==> config.mk <==
export PLATFORM = sky130hd
export DESIGN_NAME = skew_stage
export DESIGN_NICKNAME = d
export VERILOG_FILES = /design/src/rtl/skew_stage.sv
export SDC_FILE = /design/constraint.sdc
export NUM_CORES = 2
export LEC_CHECK = 0
export ABC_CLOCK_PERIOD_IN_PS = 2840
export CAP_MARGIN = 0
export CORE_MARGIN = 1.5
export CORE_UTILIZATION = 50
export DETAILED_ROUTE_END_ITERATION = 10
export DONT_BUFFER_PORTS = 1
export GPL_TIMING_DRIVEN = 1
export PLACE_DENSITY = 0.77
export SYNTH_ARGS = -nofsm -noshare
export SYNTH_HDL_FRONTEND = slang
export SYNTH_SLANG_ARGS = --single-unit
==> constraint.sdc <==
create_clock -name clk -period 2.84 [get_ports clk]
set_input_delay 0.142 -clock clk [delete_from_list [all_inputs] [get_ports clk]]
set_output_delay 0.142 -clock clk [all_outputs]
set_load 0.02 [all_outputs]
==> src/rtl/skew_stage.sv <==
// Per-lane skew/deskew delay lines for the systolic-array datapath, with runtime
// mode select, global stall, synchronous flush, drain tracking and misalignment flag.
module skew_stage #(
   parameter int LANES      = 8,
   parameter int DATA_W     = 32,
   parameter int BASE_DELAY = 1
) (
   input  logic                    clk,
   input  logic                    rst_n,
   input  logic                    mode_deskew,
   input  logic [LANES*DATA_W-1:0] in_data,
   input  logic [LANES-1:0]        in_valid,
   input  logic                    stall,
   input  logic                    flush,
   output logic [LANES*DATA_W-1:0] out_data,
   output logic [LANES-1:0]        out_valid,
   output logic                    busy,
   output logic                    mode_q,
   output logic                    err_misalign
);

   localparam int DEPTH = BASE_DELAY + LANES - 1;

   typedef enum logic {
      MODE_SKEW   = 1'b0,
      MODE_DESKEW = 1'b1
   } mode_e;

   logic [LANES-1:0] lane_busy;
   logic [LANES-1:0] tap_valid;
   logic             advance;
   logic             misaligned;

   // Data moves only on edges that are neither stalled nor flushed.
   assign advance = !stall && !flush;

   for (genvar i = 0; i < LANES; i++) begin : g_lane
      localparam int D_SKEW   = BASE_DELAY + i;
      localparam int D_DESKEW = BASE_DELAY + (LANES - 1 - i);
      localparam int LEN      = (D_SKEW > D_DESKEW) ? D_SKEW : D_DESKEW;

      // Valid bits span the full depth so busy tracks a beat for DEPTH cycles on
      // every lane; data only needs to reach the furthest tap this lane can use.
      logic [DEPTH:1]    vld_q;
      logic [DATA_W-1:0] dat_q [1:LEN];

      // NOTE: every register in this design is written with <=, so each stage
      // samples its neighbour's pre-edge value and the chain shifts by exactly one.
      always_ff @(posedge clk or negedge rst_n) begin
         if (!rst_n) begin
            vld_q <= '0;
         end else if (flush) begin
            vld_q <= '0;
         end else if (!stall) begin
            vld_q <= (vld_q << 1) | DEPTH'(in_valid[i]);
         end
      end

      // NOTE: the data stages are reset as well (not just the valids), because
      // out_data must read 0 straight out of reset.
      always_ff @(posedge clk or negedge rst_n) begin
         if (!rst_n) begin
            for (int k = 1; k <= LEN; k++) begin
               dat_q[k] <= '0;
            end
         end else if (advance) begin
            dat_q[1] <= in_data[i*DATA_W +: DATA_W];
            for (int k = 2; k <= LEN; k++) begin
               dat_q[k] <= dat_q[k-1];
            end
         end
      end

      assign tap_valid[i] = (mode_q == MODE_DESKEW) ? vld_q[D_DESKEW] : vld_q[D_SKEW];
      assign out_data[i*DATA_W +: DATA_W] =
         (mode_q == MODE_DESKEW) ? dat_q[D_DESKEW] : dat_q[D_SKEW];
      assign lane_busy[i] = |vld_q;
   end

   assign out_valid = tap_valid & ~{LANES{stall}};
   assign busy      = |lane_busy;

   // A mode request is only honoured once the pipe is empty and no beat is arriving.
   always_ff @(posedge clk or negedge rst_n) begin
      if (!rst_n) begin
         mode_q <= MODE_SKEW;
      end else if (!busy && (in_valid == '0)) begin
         mode_q <= mode_deskew;
      end
   end

   assign misaligned = (mode_q == MODE_DESKEW) && !stall &&
                       (out_valid != '0) && (out_valid != '1);

   always_ff @(posedge clk or negedge rst_n) begin
      if (!rst_n) begin
         err_misalign <= 1'b0;
      end else if (flush) begin
         err_misalign <= 1'b0;
      end else if (misaligned) begin
         err_misalign <= 1'b1;
      end
   end

endmodule
==> summary.txt <==
Setup path
  – Worst EP arrival: 3.44 ns
  – R2r setup slk: 0.05 ns
  – WP depth: 6
  – CP Capture Point: mode_q$_DFFE_PN0P_
  – Startpoint of the worst register-to-register path: g_lane[5].vld_q[5]$_DFFE_PN0P_
  – Max incr delay on CP: 0.60 ns
  – Critical path's slowest cell: or4_4
  – Worst setup startpoint: g_lane[5].vld_q[5]$_DFFE_PN0P_
  – CP Launch Type: flip-flop
  – Worst r2r path cells: 6
  – Setup crit end kind: flip-flop
  – Critical path class: flip-flop to flip-flop
  – Req. time, crit path: 3.49 ns
  – Crit path max fanout: 3
  – Critical-path cell list: nor4_1 > nand4_1 > or4_4 > nor2_2 > mux2_1 > dlygate4sd3_1
  – Largest delay contributor family on the critical path: simple AND/OR/NAND/NOR gates
  – CP Buf/Inv Count: 1
  – Worst R2R End: mode_q$_DFFE_PN0P_

Clock network
  – Total CTS buffers: 173
  – Clock buffer depth: 3
  – # H-tree levels: 4
  – Root Driver: clkbuf_16
  – Clk_lat worst skew: 0.78 ns
  – CTS tree: done
  – Cts-stage hold buffer count: 444
  – Worst-path clk slew: 0.06 ns
  – Clk sinks: 1730

STA
  – Final slew viol count: 0
  – Period minus WS final: 2.789 ns
  – Slew @ Worst Pin: 1.232 ns
  – Final hold vios: 599
  – Relative slew slack: 17.84%
  – Setup TNS: 0 ns
  – Clock skew: 0.02603 ns
  – Maximum clock frequency: 358.5 MHz
  – Post-route setup slack: 0.05064 ns
  – Fin Hold WS: -0.9227 ns
  – RSZ-0062 raised after global routing: no
  – Final period util: 98.22%
  – Final setup viols: 0

Final layout
  – Sequential Area: 43300 um2
  – Fillers: 10360
  – Layout cells sized above 1: 7.735%
  – Area occupied by multi-input gates: 22860 um2
  – Final Core Density: 59.10%
  – Layout overhead on the synthesized area: 17.53%
  – Nets: 8138

Floorplanning
  – Core area: 135100 um2
  – Die footprint: 138100 um2
  – Cell Rows: 135
  – Initial Utilization: 50.28%
  – DIE HEIGHT: 371.6 um
  – Num ports: 536
  – Die width: 371.6 um

Routing
  – Post-Route WL: 157000 um
  – Vias after detailed routing: 50230
  – # DRC: 0
  – WL per Instance: 16.02 um
  – Initial DRC count: 4171
  – Pre-antenna DRT Iters: 6
  – Antenna viol nets, final: 0
  – Avg Vias per Cell: 5.126

Synth
  – Synth top area cells: dfrtp_1 (64%), nand2_1 (28%), mux2_2 (4.2%)
  – Most numerous cell in the Yosys netlist: nand2_1
  – Register area share after synthesis: 63.71%
  – #FFs+latches synth: 1730
  – Nets in the synthesized netlist: 7843
  – Synth top area share: 63.71%
  – Syn avg cell area: 8.971 um2
  – Post-synthesis cell count: 7574
  – Post-synth EDFFs: 0
  – Top FF cell, synth: dfrtp_1
  – Most frequent cells after synthesis: nand2_1 (4994), dfrtp_1 (1730), mux2_2 (256), clkbuf_1 (213), buf_2 (194)
  – Cell taking the most area after synthesis: dfrtp_1
  – Fraction of registers with async set/reset: 100.0%
  – Cell area after synthesis: 67950 um2
  – Synth warnings: 0
  – Synth unique cells: 20

Global route
  – Largest net degree at the start of global routing: 270
  – Vias in the first global route: 49560
  – First-pass GRT wire length: 253100 um
  – Initial antenna violation count: 15
  – Gr ovfl total: 0
  – Total GRT Usage: 22.47%

Flow run
  – # Max-Cap Violations: 0

Pwr
  – Peak supply drop: 0.6942 mV
  – Lkg Pwr: 43.29 nW
  – Total Power: 62.39 mW
  – Pwr/cell area: 781.2 nW/um2

Placed design
  – RD Place Congestion: 0.8261
  – Final HPWL DP: 86170 um
  – Worst slack at placement: -1.038 ns
  – # port buffers: 0

Hold path
  – Hold crit path type: input port to async pin

Outcome
  – Failing checks: negative hold slack
  – Run status: finished, violations left
## metrics by stage
step           instance area [um2]  std cells
2_1_floorplan                67950       7574
3_3_place_gp                 69560       9027
3_5_place_dp                 69560       9027
4_1_cts                      79770       9782
5_1_grt                      79850       9797
6_report                     79860       9799
## worst min-delay path by stage
stage	from	to	slack (ns)	cells after the start
floorplan	rst_n	err_misalign$_DFFE_PN0P_	-0.15	0
finish	rst_n	g_lane[4].vld_q[4]$_DFFE_PN0P_	-0.92	0
global route	rst_n	g_lane[4].vld_q[4]$_DFFE_PN0P_	-0.98	0
CTS	rst_n	g_lane[2].dat_q[64]$_DFFE_PN0P_	-0.99	0
detailed placement	rst_n	g_lane[4].vld_q[4]$_DFFE_PN0P_	-0.15	0
global placement	rst_n	g_lane[4].vld_q[4]$_DFFE_PN0P_	-0.15	0
## sequential cells by signal, summed over array words and instances, names as in the netlist
name	flops
g_lane.vld_q	64
err_misalign	1
g_lane.dat_q	1664
mode_q	1
## metal layers
metal  up-vias  routed length, um  track usage, %  part of all wire (%)
li1      23660                  -               -                     -
met1     24590              61980           27.30                    39
met2      1487              77070           37.49                    49
met3       494               9654           5.201                   6.2
met4         0               8263           11.42                   5.3
met5         -                  0               0                     0
## power by group
group	internal [mW]	total (mW)	switching, mW
clock	13.1	22.8	9.66
sequential	28.9	31.6	2.66
combinational	2.83	8.02	5.18
## cell usage in the layout (no fill, tap or decap), types with 5 or more instances in the layout
cell type	synthesis	layout
clkinvlp_4	0	5
clkbuf_8	0	35
dfrtp_1	1730	1729
buf_4	0	50
dlygate4sd3_1	0	442
mux2i_1	72	72
buf_16	0	9
nand4_1	5	5
buf_12	0	31
mux2_2	256	256
bufinv_16	0	9
nand2_1	4994	4994
nor4_1	16	16
clkbuf_1	213	47
nor2_1	74	73
diode_2	0	15
clkinv_2	0	24
clkbuf_16	0	177
## layout make-up
type                       count  area share [%]
timing repair buffer         535           7.201
sequential                  1730           54.22
multi-input combinational   5429           28.63
tap                         1781           2.791
antenna                       15         0.04701
clock inverter                52          0.8038
clock buffer                 257           6.308
## kinds of logic (layout without fill, tap and decap cells)
| logic type | after synthesis | in the layout | synth area share [%] |
|---|---|---|---|
| buffers and inverters | 415 | 844 | 2.650 |
| muxes | 329 | 329 | 5.320 |
| DFF | 1730 | 1730 | 63.71 |
| other | 0 | 15 | 0 |
| and+or+nand+nor | 5097 | 5097 | 28.29 |
| AOI/OAI and AO/OA | 3 | 3 | 0.02209 |
## repair_timing
item                                     CTS  global route
setup buffers                              1             0
hold endpoints to repair                1257           599
cloned                                     1             2
gates resized for setup                    0             0
endpoints found under the setup margin   277           496
Note: power is estimated with default switching activity, not from simulation.
